[src/rtl/coax_link_supervisor_pkg.sv]
// Shared types and default constants for the SPI-coax link supervisor.
package coax_sup_pkg;

  typedef enum logic [2:0] {
    ST_IDLE      = 3'd0,
    ST_RESET     = 3'd1,
    ST_WAIT_LOCK = 3'd2,
    ST_ACTIVE    = 3'd3,
    ST_FAULT     = 3'd4
  } sup_state_e;

  localparam int DEF_RST_CYCLES   = 16;
  localparam int DEF_LOCK_STABLE  = 64;
  localparam int DEF_LOCK_TIMEOUT = 4096;
  localparam int DEF_ERR_WINDOW   = 1024;
  localparam int DEF_ERR_THRESH   = 8;
  localparam int DEF_MAX_RETRIES  = 3;
  localparam int DEF_CNT_W        = 32;

endpackage

[src/rtl/coax_link_supervisor_if.sv]
// Control/status bundle between the system side and the link supervisor.
// master: the system/controller side; slave: the supervisor itself.
interface coax_link_supervisor_if #(
  parameter int CNT_W = 32
);
  logic             enable;
  logic             cdr_locked;
  logic             rx_valid;
  logic             frame_error;
  logic             sync_lost;
  logic             stats_clr;
  logic             link_rst_n;
  logic             link_enable;
  logic             link_up;
  logic             fault;
  logic [2:0]       state_o;
  logic [1:0]       retry_cnt;
  logic [CNT_W-1:0] frames_ok;
  logic [CNT_W-1:0] frames_err;
  logic [CNT_W-1:0] retrains;

  modport master (
    output enable, cdr_locked, rx_valid, frame_error, sync_lost, stats_clr,
    input  link_rst_n, link_enable, link_up, fault, state_o, retry_cnt,
           frames_ok, frames_err, retrains
  );

  modport slave (
    input  enable, cdr_locked, rx_valid, frame_error, sync_lost, stats_clr,
    output link_rst_n, link_enable, link_up, fault, state_o, retry_cnt,
           frames_ok, frames_err, retrains
  );
endinterface

[src/rtl/coax_link_supervisor_err_window.sv]
// Frame-error observation window: a free-running window counter plus a
// saturating error counter. thresh_hit flags the cycle whose error brings the
// count of the current window up to ERR_THRESH. An error in the wrap cycle
// is the first error of the new window.
module sup_err_window
  import coax_sup_pkg::*;
#(
  parameter int ERR_WINDOW = DEF_ERR_WINDOW,
  parameter int ERR_THRESH = DEF_ERR_THRESH
) (
  input  logic clk_sys,
  input  logic rst_n,
  input  logic clear,
  input  logic err,
  output logic thresh_hit
);
  localparam int WIN_W  = (ERR_WINDOW > 1) ? $clog2(ERR_WINDOW) : 1;
  localparam int ECNT_W = $clog2(ERR_THRESH + 1);
  localparam logic [WIN_W-1:0]  WIN_LAST = WIN_W'(ERR_WINDOW - 1);
  localparam logic [ECNT_W-1:0] THRESH   = ECNT_W'(ERR_THRESH);

  logic [WIN_W-1:0]  win_cnt;
  logic [ECNT_W-1:0] err_cnt;
  logic [ECNT_W-1:0] err_cnt_nxt;
  logic              wrap;

  function automatic logic [ECNT_W-1:0] sat_err_inc(input logic [ECNT_W-1:0] base,
                                                    input logic inc);
    if (inc && (base != THRESH)) return base + 1'b1;
    return base;
  endfunction

  // Window wrap detection and next error count
  always_comb begin
    wrap        = (win_cnt == WIN_LAST);
    err_cnt_nxt = sat_err_inc(wrap ? '0 : err_cnt, err);
    thresh_hit  = err && (err_cnt_nxt == THRESH);
  end

  // Window and error counters, held at zero while cleared
  always_ff @(posedge clk_sys or negedge rst_n) begin
    if (!rst_n) begin
      win_cnt <= '0;
      err_cnt <= '0;
    end else if (clear) begin
      win_cnt <= '0;
      err_cnt <= '0;
    end else begin
      win_cnt <= wrap ? '0 : win_cnt + 1'b1;
      err_cnt <= err_cnt_nxt;
    end
  end
endmodule

[src/rtl/coax_link_supervisor.sv]
// Link bring-up/recovery supervisor for the SPI-coax receive path (clk_sys).
// Sequences reset -> CDR lock -> active, retrains on degradation, and latches
// a fault after MAX_RETRIES consecutive failed attempts.
// Optional build macro SUP_STATS_EN adds saturating frame/retrain statistics;
// without it the statistics outputs are constant zero.
module coax_link_supervisor
  import coax_sup_pkg::*;
#(
  parameter int RST_CYCLES   = DEF_RST_CYCLES,
  parameter int LOCK_STABLE  = DEF_LOCK_STABLE,
  parameter int LOCK_TIMEOUT = DEF_LOCK_TIMEOUT,
  parameter int ERR_WINDOW   = DEF_ERR_WINDOW,
  parameter int ERR_THRESH   = DEF_ERR_THRESH,
  parameter int MAX_RETRIES  = DEF_MAX_RETRIES,
  parameter int CNT_W        = DEF_CNT_W
) (
  input logic                   clk_sys,
  input logic                   rst_n,
  coax_link_supervisor_if.slave sup
);
  localparam int TMR_W = $clog2(LOCK_TIMEOUT + RST_CYCLES + 1);
  localparam int STB_W = $clog2(LOCK_STABLE + 1);
  localparam logic [TMR_W-1:0] RST_LAST  = TMR_W'(RST_CYCLES - 1);
  localparam logic [TMR_W-1:0] TMO_LAST  = TMR_W'(LOCK_TIMEOUT - 1);
  localparam logic [STB_W-1:0] STB_LAST  = STB_W'(LOCK_STABLE - 1);
  localparam logic [1:0]       RETRY_MAX = 2'(MAX_RETRIES);

  sup_state_e       state, state_nxt;
  logic [1:0]       retry_q, retry_nxt;
  logic [TMR_W-1:0] tmr;
  logic [STB_W-1:0] stable_cnt;
  logic             lock_done, tmo_hit, err_strobe, thresh_hit, degrade, win_clear;
  logic             link_rst_n_nxt, link_enable_nxt, link_up_nxt, fault_nxt;

  assign lock_done  = sup.cdr_locked && (stable_cnt == STB_LAST);
  assign tmo_hit    = (tmr == TMO_LAST);
  assign err_strobe = (state == ST_ACTIVE) && sup.rx_valid && sup.frame_error;
  assign win_clear  = (state != ST_ACTIVE);
  assign degrade    = thresh_hit || sup.sync_lost || !sup.cdr_locked;

  sup_err_window #(
    .ERR_WINDOW (ERR_WINDOW),
    .ERR_THRESH (ERR_THRESH)
  ) u_err_window (
    .clk_sys    (clk_sys),
    .rst_n      (rst_n),
    .clear      (win_clear),
    .err        (err_strobe),
    .thresh_hit (thresh_hit)
  );

  // State and retry registers
  always_ff @(posedge clk_sys or negedge rst_n) begin
    if (!rst_n) begin
      state   <= ST_IDLE;
      retry_q <= '0;
    end else begin
      state   <= state_nxt;
      retry_q <= retry_nxt;
    end
  end

  // Next-state decision; lock beats timeout, disable beats everything
  always_comb begin
    logic attempt_fail;
    attempt_fail = 1'b0;
    state_nxt    = state;
    retry_nxt    = retry_q;
    case (state)
      ST_IDLE:      if (sup.enable) state_nxt = ST_RESET;
      ST_RESET:     if (tmr == RST_LAST) state_nxt = ST_WAIT_LOCK;
      ST_WAIT_LOCK: begin
        if (lock_done) begin
          state_nxt = ST_ACTIVE;
          retry_nxt = '0;
        end else if (tmo_hit) begin
          attempt_fail = 1'b1;
        end
      end
      ST_ACTIVE:    if (degrade) attempt_fail = 1'b1;
      ST_FAULT:     state_nxt = ST_FAULT;
      default:      state_nxt = ST_IDLE;
    endcase
    if (attempt_fail) begin
      retry_nxt = retry_q + 1'b1;
      state_nxt = (retry_nxt == RETRY_MAX) ? ST_FAULT : ST_RESET;
    end
    if (!sup.enable) begin
      state_nxt = ST_IDLE;
      retry_nxt = '0;
    end
  end

  // Output decode of the upcoming state so the registered outputs track it
  always_comb begin
    link_rst_n_nxt  = 1'b0;
    link_enable_nxt = 1'b0;
    link_up_nxt     = 1'b0;
    fault_nxt       = 1'b0;
    case (state_nxt)
      ST_WAIT_LOCK: begin
        link_rst_n_nxt  = 1'b1;
        link_enable_nxt = 1'b1;
      end
      ST_ACTIVE: begin
        link_rst_n_nxt  = 1'b1;
        link_enable_nxt = 1'b1;
        link_up_nxt     = 1'b1;
      end
      ST_FAULT: fault_nxt = 1'b1;
      default: ;
    endcase
  end

  // Registered link control outputs
  always_ff @(posedge clk_sys or negedge rst_n) begin
    if (!rst_n) begin
      sup.link_rst_n  <= 1'b0;
      sup.link_enable <= 1'b0;
      sup.link_up     <= 1'b0;
      sup.fault       <= 1'b0;
    end else begin
      sup.link_rst_n  <= link_rst_n_nxt;
      sup.link_enable <= link_enable_nxt;
      sup.link_up     <= link_up_nxt;
      sup.fault       <= fault_nxt;
    end
  end

  // Phase timer (reset length / lock timeout) and consecutive-lock counter
  always_ff @(posedge clk_sys or negedge rst_n) begin
    if (!rst_n) begin
      tmr        <= '0;
      stable_cnt <= '0;
    end else begin
      if (state_nxt != state) tmr <= '0;
      else if (state == ST_RESET || state == ST_WAIT_LOCK) tmr <= tmr + 1'b1;
      stable_cnt <= (state == ST_WAIT_LOCK && state_nxt == ST_WAIT_LOCK && sup.cdr_locked)
                    ? stable_cnt + 1'b1 : '0;
    end
  end

  assign sup.state_o   = state;
  assign sup.retry_cnt = retry_q;

`ifdef SUP_STATS_EN
  logic retrain_evt;
  assign retrain_evt = (state == ST_ACTIVE) && (state_nxt == ST_RESET);

  function automatic logic [CNT_W-1:0] sat_inc(input logic [CNT_W-1:0] v);
    return (&v) ? v : v + 1'b1;
  endfunction

  // Saturating statistics; clear wins over a same-cycle increment
  always_ff @(posedge clk_sys or negedge rst_n) begin
    if (!rst_n) begin
      sup.frames_ok  <= '0;
      sup.frames_err <= '0;
      sup.retrains   <= '0;
    end else if (sup.stats_clr) begin
      sup.frames_ok  <= '0;
      sup.frames_err <= '0;
      sup.retrains   <= '0;
    end else begin
      if (sup.rx_valid && !sup.frame_error) sup.frames_ok  <= sat_inc(sup.frames_ok);
      if (sup.rx_valid && sup.frame_error)  sup.frames_err <= sat_inc(sup.frames_err);
      if (retrain_evt)                      sup.retrains   <= sat_inc(sup.retrains);
    end
  end
`else
  logic stats_clr_unused;
  assign stats_clr_unused = sup.stats_clr;
  assign sup.frames_ok    = '0;
  assign sup.frames_err   = '0;
  assign sup.retrains     = '0;
`endif
endmodule
[src/flat_wrapper.sv]
// flat-port wrapper written by rule: the top's interface ports become plain ports
module coax_link_supervisor_flat import coax_sup_pkg::*;
#(
  parameter int RST_CYCLES   = DEF_RST_CYCLES,
  parameter int LOCK_STABLE  = DEF_LOCK_STABLE,
  parameter int LOCK_TIMEOUT = DEF_LOCK_TIMEOUT,
  parameter int ERR_WINDOW   = DEF_ERR_WINDOW,
  parameter int ERR_THRESH   = DEF_ERR_THRESH,
  parameter int MAX_RETRIES  = DEF_MAX_RETRIES,
  parameter int CNT_W        = DEF_CNT_W
)
  (clk_sys, rst_n, sup_enable, sup_cdr_locked, sup_rx_valid, sup_frame_error, sup_sync_lost, sup_stats_clr, sup_link_rst_n, sup_link_enable, sup_link_up, sup_fault, sup_state_o, sup_retry_cnt, sup_frames_ok, sup_frames_err, sup_retrains);
  coax_link_supervisor_if #(.CNT_W(CNT_W)) sup_i ();
  input logic clk_sys;
  input logic rst_n;
  input wire logic [$bits(sup_i.enable)-1:0] sup_enable;
  input wire logic [$bits(sup_i.cdr_locked)-1:0] sup_cdr_locked;
  input wire logic [$bits(sup_i.rx_valid)-1:0] sup_rx_valid;
  input wire logic [$bits(sup_i.frame_error)-1:0] sup_frame_error;
  input wire logic [$bits(sup_i.sync_lost)-1:0] sup_sync_lost;
  input wire logic [$bits(sup_i.stats_clr)-1:0] sup_stats_clr;
  output wire logic [$bits(sup_i.link_rst_n)-1:0] sup_link_rst_n;
  output wire logic [$bits(sup_i.link_enable)-1:0] sup_link_enable;
  output wire logic [$bits(sup_i.link_up)-1:0] sup_link_up;
  output wire logic [$bits(sup_i.fault)-1:0] sup_fault;
  output wire logic [$bits(sup_i.state_o)-1:0] sup_state_o;
  output wire logic [$bits(sup_i.retry_cnt)-1:0] sup_retry_cnt;
  output wire logic [$bits(sup_i.frames_ok)-1:0] sup_frames_ok;
  output wire logic [$bits(sup_i.frames_err)-1:0] sup_frames_err;
  output wire logic [$bits(sup_i.retrains)-1:0] sup_retrains;
  assign sup_i.enable = sup_enable;
  assign sup_i.cdr_locked = sup_cdr_locked;
  assign sup_i.rx_valid = sup_rx_valid;
  assign sup_i.frame_error = sup_frame_error;
  assign sup_i.sync_lost = sup_sync_lost;
  assign sup_i.stats_clr = sup_stats_clr;
  assign sup_link_rst_n = sup_i.link_rst_n;
  assign sup_link_enable = sup_i.link_enable;
  assign sup_link_up = sup_i.link_up;
  assign sup_fault = sup_i.fault;
  assign sup_state_o = sup_i.state_o;
  assign sup_retry_cnt = sup_i.retry_cnt;
  assign sup_frames_ok = sup_i.frames_ok;
  assign sup_frames_err = sup_i.frames_err;
  assign sup_retrains = sup_i.retrains;
  coax_link_supervisor #(.RST_CYCLES(RST_CYCLES), .LOCK_STABLE(LOCK_STABLE), .LOCK_TIMEOUT(LOCK_TIMEOUT), .ERR_WINDOW(ERR_WINDOW), .ERR_THRESH(ERR_THRESH), .MAX_RETRIES(MAX_RETRIES), .CNT_W(CNT_W)) u_core (.clk_sys(clk_sys), .rst_n(rst_n), .sup(sup_i));
endmodule
[config.mk]
export PLATFORM = sky130hd
export DESIGN_NAME = coax_link_supervisor_flat
export DESIGN_NICKNAME = d
export VERILOG_FILES = /design/src/rtl/coax_link_supervisor_pkg.sv /design/src/rtl/coax_link_supervisor_if.sv /design/src/rtl/coax_link_supervisor_err_window.sv /design/src/rtl/coax_link_supervisor.sv /design/src/flat_wrapper.sv
export SDC_FILE = /design/constraint.sdc
export NUM_CORES = 1
export LEC_CHECK = 0
export CAP_MARGIN = 25
export CORE_MARGIN = 8
export CORE_UTILIZATION = 41
export DETAILED_ROUTE_END_ITERATION = 8
export GPL_TIMING_DRIVEN = 0
export PLACE_DENSITY = 0.77
export SLEW_MARGIN = 20
export SYNTH_ARGS = -nofsm -noshare
export SYNTH_HDL_FRONTEND = slang
export SYNTH_SLANG_ARGS = --single-unit
[constraint.sdc]
create_clock -name clk_sys -period 2 [get_ports clk_sys]
set_clock_uncertainty 0.1 [all_clocks]
set_input_delay 0.6 -clock clk_sys [delete_from_list [all_inputs] [get_ports clk_sys]]
set_output_delay 0.6 -clock clk_sys [all_outputs]
set_load 0.02 [all_outputs]
==> reports/summary.log, run 1 <==
INFO  worst_setup_path setup.worst_path.class=reg2reg
INFO  pwr            power_density_over_the_cells=440mW/mm²
INFO  min_path       min_path_type=in2async
INFO  die            die_h=103µm
INFO  layout         final_cell_mix=121 x sky130_fd_sc_hd__buf_4, 96 x sky130_fd_sc_hd__conb_1, 42 x sky130_fd_sc_hd__dfrtp_1
INFO  route          firstDrtPassIters=4
INFO  layout         area.growth.synth_to_final=35.1%
INFO  worst_setup_path worst-r2r-setup-slack=-0.30ns
INFO  synth          syn-mean-instance-area=9.68µm²
INFO  cts            cts-buffers-inserted=5
INFO  synth          synth.cell_area=0.00312mm²
INFO  sta            timing.slew.headroom=0.475
INFO  route          postRouteWirelength=6830µm
INFO  layout         final_common_cell=sky130_fd_sc_hd__buf_4
INFO  synth          asyncSetResetFlopFracSynth=1.00
INFO  sta            hold_slack=0.0712ns
INFO  run            max_cap_viol_count=0
INFO  worst_setup_path timing.critical_path.arrival=2.38ns
INFO  sta            period_minus_slack=2.30ns
INFO  route          detail_route.vias_per_cell=4.24
INFO  layout         finalCoreUtilization=0.577
INFO  sta            final-max-slew-violation-count=0
INFO  sta            min_period_over_period=1.15
INFO  grt            gr-total-overflow=0
INFO  grt            grt_start_max_net_pins=31
INFO  grt            grt_pass1_vias=2372
INFO  worst_setup_path critical_path.max_fanout=10
INFO  route          drt-wirelength-per-cell=12.0µm
INFO  die            start_util=0.427
INFO  layout         n_antenna_cell=0
INFO  die            fp.coreArea=0.00729mm²
INFO  layout         finalNonFillerCells=568
INFO  layout         design.final.nets=480
INFO  route          route.vias.total=2411
INFO  cts            cts_root_buf=sky130_fd_sc_hd__clkbuf_8
INFO  sta            final-hold-violation-count=0
INFO  cts            holdBufCountCts=0
INFO  worst_setup_path critical_path.endpoint_type=flop
INFO  die            full_die_area=0.0106mm²
INFO  run_status     failing_checks=negative setup slack
INFO  cts            deepest_level_of_the_cts_h_tree=2
INFO  synth          synth_edf_count=0
INFO  layout         layout-drive-gt1-share=0.382
INFO  cts            cts_tree=built
INFO  synth          synth_cells=322
INFO  grt            number_of_antenna_violations_at_the_first_check_in_global_routing=0
INFO  synth          yosysWarnings=0
INFO  route          drt-initial-drc-count=158
INFO  sta            setup_ws_final=-0.300ns
INFO  synth          synth.lib_cells_used.distinct=50
INFO  synth          postSynthRegisterBits=42
INFO  placement      dp.cells=532
INFO  layout         fillCellCount=608
INFO  grt            grt_pass1_wl=10900µm
INFO  pwr            power_leakage=2.17nW
INFO  layout         layout.area.seq=0.00105mm²
INFO  cts            numClockSinks=42
INFO  synth          ys_seq_area_frac=0.337
INFO  sta            rsz0062_at_grt=true
INFO  route          antenna_left=0
INFO  sta            fin_setup_tns=-5.47ns
INFO  cts            clock_tree.buffer_depth=2
INFO  die            die-width=103µm
INFO  pwr            peakVddDrop=242µV
INFO  worst_setup_path critPathLaunchType=flop
INFO  sta            fmax=435MHz
INFO  sta            tightestPinTransition=0.781ns
INFO  placement      gp_routability_congestion=0.825
INFO  sta            setup_viol=28
INFO  grt            globalRouteTotalUtil=0.128
INFO  route          drcViolationCount=0
INFO  cts            worst_setup_hold_path_clk_slew=0.08ns
INFO  die            rows=31
INFO  cts            clkLatencyLatePin=0.31ns
INFO  worst_setup_path crit_required=2.08ns
INFO  placement      io_buffers=15
INFO  run_status     outcome=finished with violations
INFO  synth          ys.flop_type=sky130_fd_sc_hd__dfrtp_1
INFO  layout         multi_input_area=0.00171mm²
INFO  placement      hpwl=4770µm
INFO  die            ioPinCount=113
logic make-up after synthesis:
kind of cell | count (synthesis) | synth area share
DFF | 42 | 0.337
muxes | 1 | 0.00321
AOI/OAI and AO/OA | 33 | 0.107
xor gates and xnor gates | 29 | 0.0815
buffers and inverters | 110 | 0.262
other | 1 | 0.00120
adders and majority gates | 4 | 0.0161
and+or+nand+nor | 102 | 0.192
cells in the mapped netlist (all sizes together) (5+ instances only):
cell type  count  area share
a211oi        14       0.051
and3          10       0.021
buf          104        0.25
dfrtp         42        0.34
inv            5      0.0060
nand2         16       0.020
nand3         10       0.016
nand4          5       0.012
nor2          29       0.035
xnor2         13       0.037
xor2          16       0.045
path summary, 6_finish.rpt:
kind                                                               start                                        to  depth (start not counted)
min in group clk_sys            u_core.u_err_window.win_cnt[0]$_DFF_PN0_  u_core.u_err_window.win_cnt[0]$_DFF_PN0_                          2
worst max-delay path            u_core.u_err_window.err_cnt[2]$_DFF_PN0_                 u_core.tmr[7]$_DFFE_PN0P_                          8
max in group asynchronous                                          rst_n                u_core.tmr[10]$_DFFE_PN0P_                          2
worst min register to register  u_core.u_err_window.win_cnt[0]$_DFF_PN0_  u_core.u_err_window.win_cnt[0]$_DFF_PN0_                          2
worst max register to register  u_core.u_err_window.err_cnt[2]$_DFF_PN0_                 u_core.tmr[7]$_DFFE_PN0P_                          8
worst min-delay path                                               rst_n            u_core.stable_cnt[0]$_DFF_PN0_                          1
metrics by stage:
stage | worst slack (ns) | total power, mW | instance area [µm²]
after global routing | -0.420 | 1.93 | 4210
final | -0.300 | 1.85 | 4210
after detailed placement | -0.857 | 1.26 | 3770
after global placement | -0.826 | 1.26 | 3760
after floorplan | -0.116 | 1.22 | 3480
after CTS | -0.276 | 1.85 | 4190
registers in the layout, summed over array words and instances (netlist names):
name and flops:
u_core.sup.link_up 1, u_core.tmr 13, u_core.sup.retry_cnt 2, u_core.u_err_window.err_cnt 4
u_core.sup.fault 1, u_core.stable_cnt 7, u_core.sup.state_o 3, u_core.u_err_window.win_cnt 10
u_core.sup.link_rst_n 1
worst max-delay path, cell delays in order (launching register included):
cell and delay [ns]:
sky130_fd_sc_hd__dfrtp_1 0.39, sky130_fd_sc_hd__or4b_4 0.54, sky130_fd_sc_hd__a211oi_2 0.26, sky130_fd_sc_hd__a222oi_1 0.13, sky130_fd_sc_hd__buf_6 0.15, sky130_fd_sc_hd__buf_6 0.12
sky130_fd_sc_hd__a32oi_4 0.25, sky130_fd_sc_hd__buf_12 0.18, sky130_fd_sc_hd__a211oi_2 0.04
metal layers:
metal | up-vias | track usage | part of all wire
met2 | 104 | 0.215 | 0.50
li1 | 1198 | - | -
met4 | 0 | 0.0534 | 0.019
met1 | 1096 | 0.149 | 0.39
met5 | - | 0 | 0
met3 | 13 | 0.0361 | 0.092
report_power, final:
part	switching (mW)	total [mW]	leakage [nW]	internal, mW
clock	0.299	0.578	0.0482	0.279
sequential	0.00538	0.859	0.584	0.853
combinational	0.246	0.416	1.54	0.169
total	0.551	1.85	2.17	1.30
final cells by class:
type	instances	share of cell area
repair buffers	44	0.0975
plain buffers	105	0.192
inverters	5	0.00446
multi-input cells	265	0.405
clock buffers	7	0.0205
flip-flops and latches	42	0.250
clock inverters	1	0.00119
well taps	99	0.0294
what timing repair did:
| action | CTS | global route |
|---|---|---|
| pin swaps | 20 | 3 |
| resized for setup | 38 | 4 |
| setup buffers | 26 | 1 |
| endpoints found under the setup margin | 33 | 30 |
| gates cloned | 1 | 0 |
(Power assumes the default switching activity.)
==> run 2: changes to the inputs <==
--- a/config.mk
+++ b/config.mk
@@ -8,6 +8,7 @@
 export CAP_MARGIN = 25
 export CORE_MARGIN = 8
 export CORE_UTILIZATION = 41
+export CTS_CLUSTER_DIAMETER = 120
 export DETAILED_ROUTE_END_ITERATION = 8
 export GPL_TIMING_DRIVEN = 0
 export PLACE_DENSITY = 0.77
==> results of run 2 <==
The final DEF is identical to that of run 1; final timing and power are the same.
